--- config.mk ---
export PLATFORM = sky130hd
export DESIGN_NAME = enc4to2_arb_flat
export DESIGN_NICKNAME = d
export VERILOG_FILES = /design/src/rtl/enc4to2_arb_if.sv /design/src/rtl/enc4to2_arb.sv /design/src/flat_wrapper.sv
export SDC_FILE = /design/constraint.sdc
export NUM_CORES = 1
export LEC_CHECK = 0
export CORE_MARGIN = 3
export CORE_UTILIZATION = 42
export CTS_CLUSTER_SIZE = 25
export DETAILED_ROUTE_END_ITERATION = 16
export PLACE_DENSITY = 0.75
export SETUP_SLACK_MARGIN = 0.15
export SLEW_MARGIN = 10
export SYNTH_ARGS = -nofsm -noshare
export SYNTH_HDL_FRONTEND = slang
export SYNTH_SLANG_ARGS = --single-unit
--- constraint.sdc ---
create_clock -name clk -period 1.5 [get_ports clk]
set_clock_uncertainty 0.15 [all_clocks]
set_input_delay 0.15 -clock clk [delete_from_list [all_inputs] [get_ports clk]]
set_output_delay 0.15 -clock clk [all_outputs]
set_load 0.01 [all_outputs]
--- src/rtl/enc4to2_arb_if.sv ---
// Request/grant bundle for the 4-to-2 round-robin encoder.
// The master side raises requests and acknowledges grants.
// The slave side (the encoder) returns the granted index.
interface enc4to2_arb_if;
  logic [3:0] req;
  logic       en;
  logic       ack;
  logic [1:0] code;
  logic       valid;
  logic       ovf;

  modport master (
    output req,
    output en,
    output ack,
    input  code,
    input  valid,
    input  ovf
  );

  modport slave (
    input  req,
    input  en,
    input  ack,
    output code,
    output valid,
    output ovf
  );
endinterface

--- src/rtl/enc4to2_arb.sv ---
// Registered 4-to-2 request encoder with round-robin arbitration.
// Single-cycle request strobes are collected into pending flags. One
// pending index at a time is offered to the consumer through valid/ack.
// All outputs come straight from flops.
//
//   state | meaning
//   ------+----------------------------------------------------------
//   IDLE  | no grant outstanding; may pick from registered pending
//   BUSY  | code holds a grant awaiting ack; en is ignored here
module enc4to2_arb (
  input  logic               clk,
  input  logic               reset,
  enc4to2_arb_if.slave       bus
);

  typedef enum logic {
    IDLE = 1'b0,
    BUSY = 1'b1
  } state_t;

  state_t     state_q, state_d;
  logic [3:0] pending_q, pending_d;
  logic [1:0] ptr_q, ptr_d;
  logic [1:0] code_q, code_d;
  logic       ovf_q, ovf_d;
  logic [3:0] clr;

  // First set bit of p, scanning from start upward modulo 4.
  function automatic logic [1:0] sel_idx(input logic [3:0] p,
                                         input logic [1:0] start);
    logic [1:0] idx;
    logic       found;
    sel_idx = start;
    found   = 1'b0;
    for (int k = 0; k < 4; k++) begin
      idx = start + 2'(k);
      if (!found && p[idx]) begin
        sel_idx = idx;
        found   = 1'b1;
      end
    end
  endfunction

  // Next-state, pending merge, grant selection and overflow detection.
  always_comb begin
    state_d   = state_q;
    ptr_d     = ptr_q;
    code_d    = code_q;
    clr       = 4'b0000;

    // Only an ack of a live grant retires its pending bit.
    if (state_q == BUSY && bus.ack) begin
      clr = 4'b0001 << code_q;
    end

    // A request landing on the bit being cleared wins (re-arms it).
    pending_d = (pending_q & ~clr) | bus.req;

    // A duplicate on a bit that stays pending is merged and flagged.
    ovf_d     = ovf_q | (|(bus.req & pending_q & ~clr));

    case (state_q)
      IDLE: begin
        // Decide from the registered pending only, so req never reaches
        // code/valid in the same cycle.
        if (bus.en && (pending_q != 4'b0000)) begin
          code_d  = sel_idx(pending_q, ptr_q);
          state_d = BUSY;
        end
      end
      BUSY: begin
        if (bus.ack) begin
          ptr_d   = code_q + 2'd1;
          state_d = IDLE;
        end
      end
      default: begin
        state_d = IDLE;
      end
    endcase
  end

  // State registers; synchronous reset drops grants and pending requests.
  always_ff @(posedge clk) begin
    if (reset) begin
      state_q   <= IDLE;
      pending_q <= 4'b0000;
      ptr_q     <= 2'b00;
      code_q    <= 2'b00;
      ovf_q     <= 1'b0;
    end else begin
      state_q   <= state_d;
      pending_q <= pending_d;
      ptr_q     <= ptr_d;
      code_q    <= code_d;
      ovf_q     <= ovf_d;
    end
  end

  assign bus.code  = code_q;
  assign bus.valid = (state_q == BUSY);
  assign bus.ovf   = ovf_q;

endmodule
--- src/flat_wrapper.sv ---
// flat-port wrapper written by rule: the top's interface ports become plain ports
module enc4to2_arb_flat 
  (clk, reset, bus_req, bus_en, bus_ack, bus_code, bus_valid, bus_ovf);
  enc4to2_arb_if bus_i ();
  input  logic clk;
  input  logic reset;
  input wire logic [$bits(bus_i.req)-1:0] bus_req;
  input wire logic [$bits(bus_i.en)-1:0] bus_en;
  input wire logic [$bits(bus_i.ack)-1:0] bus_ack;
  output wire logic [$bits(bus_i.code)-1:0] bus_code;
  output wire logic [$bits(bus_i.valid)-1:0] bus_valid;
  output wire logic [$bits(bus_i.ovf)-1:0] bus_ovf;
  assign bus_i.req = bus_req;
  assign bus_i.en = bus_en;
  assign bus_i.ack = bus_ack;
  assign bus_code = bus_i.code;
  assign bus_valid = bus_i.valid;
  assign bus_ovf = bus_i.ovf;
  enc4to2_arb u_core (.clk(clk), .reset(reset), .bus(bus_i));
endmodule
After elaboration in Yosys (flattened, before gate mapping):

Cells that the tools add are included.

* logic and storage cells: 57
* register bits after elaboration: 10
* output and inout bits: 4

* multiplexer cells: 24
* magnitude comparators: 4
* bitwise logic cells: 7
* reduce and logical (&&, ||, !) cells: 12
* $add $sub $neg: 4
* shift-type cells: 1

Operators with widths (count)
* 1-bit two-way mux: 15
* 4-bit AND: 3
* 2-bit by 3-bit less-than comparator with 1-bit output (second input constant): 4
* 1-bit binary-select mux with 2-bit select: 4
* 2-bit two-way mux: 3
* 1-bit logical AND: 5
* 2-bit by 1-bit adder with 2-bit output (second input constant): 2
* 2-bit adder (second input constant): 2
* 4-bit two-way mux: 1
* 4-bit NOT: 1
* 4-bit bitwise OR: 1
* 2-bit AND reduction: 2
* 4-bit nonzero test: 1
* 4-bit OR reduction: 1
* 1-bit by 2-bit << shifter with 4-bit output (first input constant): 1
* 1-bit logical NOT: 3
* 1-bit case mux with 2 select lines: 1
* 1-bit NOT: 1
* 1-bit bitwise OR: 1

Longest topological paths before layout:

* depth after elaboration: 18
* gate-level depth with buffers: 5
* mapped depth without buffers: 5

Least setup slack after synthesis:

Ideal clock, no wire load.

* path type: flip-flop to flip-flop
* start point: register u_core.pending_q[3]
* end point: register u_core.code_q[0], in the netlist u_core.bus.code[0]
* arrival: 1181 ps
* clock period less this slack: 1453 ps
* setup slack: 47 ps
* stages on the path, launching flop included: 4
* buffers on the path: 0
* cells stage by stage: dfxtp_1 -> or2_1 -> o311a_4 -> mux2_4

* cells in the longest elaborated chain, start to end: 18
* elaborated cells between the ends (all ways): 29
* those cells by class: mux: 20; reduce/logical: 9

RTL lines
* start: declaration: RTL line enc4to2_arb.sv:22 `logic [3:0] pending_q, pending_d;`
* start signal: assignment: RTL line enc4to2_arb.sv:93 `pending_q <= pending_d;`
* 1-bit binary-select mux with 2-bit select: RTL line enc4to2_arb.sv:37 `if (!found && p[idx]) begin`
* 1-bit two-way mux (implied by the code): RTL line enc4to2_arb.sv:37
* 1-bit two-way mux: RTL line enc4to2_arb.sv:37
* 1-bit two-way mux: RTL line enc4to2_arb.sv:66 `if (bus.en && (pending_q != 4'b0000)) begin`
* 1-bit two-way mux: RTL line enc4to2_arb.sv:62 `case (state_q)`
* 1-bit logical NOT: RTL line enc4to2_arb.sv:37
* 1-bit logical AND: RTL line enc4to2_arb.sv:37
* 1-bit two-way mux: RTL line enc4to2_arb.sv:37
* [... 2 more ...]
* 1-bit logical NOT: RTL line enc4to2_arb.sv:37
* 1-bit logical AND: RTL line enc4to2_arb.sv:37
* 1-bit two-way mux: RTL line enc4to2_arb.sv:37
* 1-bit two-way mux: RTL line enc4to2_arb.sv:66
* 1-bit two-way mux: RTL line enc4to2_arb.sv:62
* 1-bit logical NOT: RTL line enc4to2_arb.sv:37
* 1-bit logical AND: RTL line enc4to2_arb.sv:37
* 2-bit two-way mux: RTL line enc4to2_arb.sv:37
* end signal: assignment: RTL line enc4to2_arb.sv:95 `code_q <= code_d;`
* end: declaration: RTL line enc4to2_arb.sv:24 `logic [1:0] code_q, code_d;`

Several ways; a longest one is shown, not always the timed one. The select of a mux whose other input is x is not followed.
A chain may end at the register's enable or synchronous reset.

Worst setup path after layout:

* start point: register u_core.pending_q[1]
* end point: register u_core.code_q[0], in the netlist u_core.bus.code[0]

The elaborated chain is that of the path after synthesis.

==> flow_metrics.py <==
metrics = {
    "pwr": {
        "leakage_nw": 0.3358,
        "vdd_drop_max_v": 0.0005677,
        "power_density_nw_per_um2": 847.1,
    },
    "grt": {
        "busiest_layer": "met2",
        "grtUsageMet2_pct": 22.49,
        "gr-usage-met3_pct": 3.863,
        "grt_first_pass_wirelength_mm": 2.049,
        "grt_pass1_vias": 462,
        "gr-usage-all-layers_pct": 15.24,
        "met1_usage_pct": 19.54,
        "grt_overflow_total": 0,
        "antenna_found_initial": 0,
        "grt_max_degree": 11,
    },
    "floorplan": {
        "num_rows": 12,
        "die_h_microns": 42.49,
        "dieArea_sq_um": 1805,
        "start_util_pct": 47.76,
        "core_area_sq_um": 1171,
        "die_w_microns": 42.49,
        "io_pins": 12,
    },
    "flow_run": {
        "drv_cap": 0,
    },
    "final_layout": {
        "drive_gt1_share_pct": 30.49,
        "fin_nets": 96,
        "multi_input_area_sq_um": 342.8,
        "n_antenna_cell": 0,
        "area_growth_pct": 34.45,
        "fin_util_pct": 64.21,
        "seq_area_sq_um": 207.7,
        "fill_cells": 117,
        "layoutNonFillerInstCount": 96,
    },
    "placed_design": {
        "post-dp-hpwl_microns": 892.5,
        "dp.cells": 92,
        "portBuffers": 11,
        "place_ws_ns": -0.02529,
        "gp_congestion": 0.7492,
    },
    "synth": {
        "yosysSeqAreaShare_pct": 35.79,
        "synth_nets": 77,
        "syn_avg_cell_area_sq_um": 8.604,
        "synth_warnings": 0,
        "synth.largest_area_cell": "dfxtp_1",
        "syn_area_sq_um": 559.3,
        "synth_cell_types": 26,
        "synth_top_area_share_pct": 35.79,
        "synthCells": 65,
        "ys_seq_elements": 10,
        "synth_area_leaders": "dfxtp_1 (36%), ha_1 (8.9%), a21oi_1 (7.2%), nor2_1 (6.0%), nand2_1 (4.0%)",
    },
    "clock_network": {
        "cts_tree": "built",
        "root_buffer": "clkbuf_4",
        "ctsHoldBuffers": 0,
        "cts_buffers": 3,
        "clockBufferDepth": 2,
        "htreeDepth": 1,
        "insertion_delay_ns": 0.26,
        "clkSinkCount": 10,
        "clk_pin_slew_ns": 0.06,
    },
    "timing": {
        "rsz0062_at_grt": "true",
        "relSlewSlack_pct": 88.45,
        "fmax_mhz": 679.5,
        "setup_viol": 0,
        "worst_slack_ns": 0.02829,
        "fin_crit_sh_pct": 98.11,
        "final_hold_viol_count": 0,
        "period_needed_ns": 1.472,
        "slew_violations": 0,
        "worstMarginPinSlew_ns": 0.1722,
        "holdWs_ns": 0.3409,
    },
    "worst_setup_path": {
        "crit_required_ns": 1.50,
        "worstPathArrival_ns": 1.47,
        "cp_slowest_cell": "o311a_4",
        "startpoint_type": "flop",
        "reg2reg_depth": 3,
        "end_kind": "flop",
        "path_max_fanout": 4,
        "critical_path_class": "reg -> reg",
        "slowest_delay_ns": 0.34,
        "crit_path_cell_trace": "or2_4 -> o311a_4 -> mux2_4",
    },
    "detailed_routing": {
        "post_drt_wl_per_cell_microns": 12.69,
        "wirelength_mm": 1.218,
        "routed-via-count": 499,
        "drc": 0,
        "viasPerCell": 5.198,
        "ant_nets": 0,
        "drt_iter0_markers": 9,
        "first_pass_iters": 4,
    },
    "status": {
        "status": "complete, no violations",
    },
    "min_path": {
        "holdPathStages": 1,
        "hold_path_class": "reg -> reg",
    },
}
## cell type report
cell class / count / area share, %
Multi-Input combinational cell: 49 / 45.59
Timing Repair Buffer: 16 / 19.47
Inverter: 4 / 1.997
Tap cell: 14 / 2.329
Sequential cell: 10 / 27.62
Clock buffer: 3 / 2.995
## logic make-up (layout without fill, tap and decap cells)
| kind of cell | Yosys count | after routing | share of synthesized area (%) |
|---|---|---|---|
| AOI/OAI and AO/OA | 18 | 18 | 21.93 |
| adders and majority gates | 4 | 4 | 8.949 |
| buffers and inverters | 6 | 23 | 4.921 |
| DFF | 10 | 10 | 35.79 |
| muxes | 2 | 2 | 4.474 |
| and+or+nand+nor | 25 | 25 | 23.94 |
## cells in the mapped netlist
master / number
a211oi_1: 1
a21boi_0: 1
a21oi_1: 8
a31oi_1: 3
and2_1: 1
and2b_1: 1
and2b_2: 2
and4bb_2: 1
clkbuf_1: 1
dfxtp_1: 10
dlygate4sd1_1: 1
ha_1: 4
inv_1: 4
mux2_4: 1
mux2i_1: 1
nand2_1: 6
nand2b_1: 1
nand3_1: 1
nor2_1: 9
nor3_2: 1
o21ai_0: 2
o21bai_1: 1
o311a_1: 1
o311a_4: 1
or2_1: 1
or2_2: 1
## report_power, final
| group | switching [mW] | total [mW] | internal [mW] |
|---|---|---|---|
| clock | 0.0855 | 0.178 | 0.0924 |
| combinational | 0.0624 | 0.148 | 0.0856 |
| sequential | 0.0228 | 0.311 | 0.288 |
## through the flow
| step | cell area (sq um) | setup TNS [ns] | power (mW) |
|---|---|---|---|
| after CTS | 737.0 | 0 | 0.6394 |
| final | 752.0 | 0 | 0.6370 |
| after floorplan | 563.0 | 0 | 0.3940 |
| after detailed placement | 706.9 | -0.03979 | 0.4589 |
| after global routing | 752.0 | -0.001694 | 0.6821 |
| after global placement | 706.9 | 0 | 0.4569 |
## layout by cell type (no fill, tap or decap)
master / instances
and2_2: 1
nand3_1: 1
dfxtp_2: 6
and2b_2: 2
or2_2: 1
clkbuf_4: 3
dlymetal6s2s_1: 1
nand2b_1: 1
a31oi_1: 3
o311a_4: 1
mux2i_1: 1
a21oi_1: 6
nor3_2: 1
and2b_1: 1
nand2_1: 6
ha_1: 4
nor2_1: 9
dfxtp_1: 4
mux2_4: 1
a21boi_1: 1
a211oi_1: 1
inv_1: 4
dlygate4sd2_1: 3
or2_4: 1
and4bb_2: 1
o21bai_1: 1
o21ai_0: 2
clkdlybuf4s50_1: 7
buf_4: 5
a21oi_2: 2
o311a_1: 1
## sequential cells by signal, indices dropped and copies added (netlist names)
register,flops
u_core.pending_q,4
u_core.bus.code,2
u_core.ptr_q,2
u_core.bus.ovf,1
u_core.bus.valid,1
## path summary, 6_finish.rpt
kind / from / to / slack (ns)
worst min-delay path: u_core.bus.code[0] / u_core.ptr_q[0] / 0.34
worst max register to register: u_core.pending_q[1] / u_core.bus.code[0] / 0.03
worst min register to register: u_core.bus.code[0] / u_core.ptr_q[0] / 0.34
worst max-delay path: u_core.pending_q[1] / u_core.bus.code[0] / 0.03
## routing by layer
metal / share of wire (%) / vias to the layer above
met5: 0 / -
met4: 2.7 / 0
met3: 2.8 / 5
met2: 47 / 6
met1: 47 / 230
li1: - / 258
## critical path: cells and delay by family, from the launching register on
kind             cells  cell delay [ns]
AO/OA/AOI/OAI        1             0.34
multiplexers         1             0.30
flip-flops           1             0.32
AND/OR/NAND/NOR      1             0.25
## what timing repair did
item                                    CTS  global route
pin swaps                                 0             1
cloned                                    0             0
setup buffers                             1             0
endpoints found under the setup margin    7             5
resized for setup                         5             8
No activity file was read; power rests on OpenSTA's default activity.
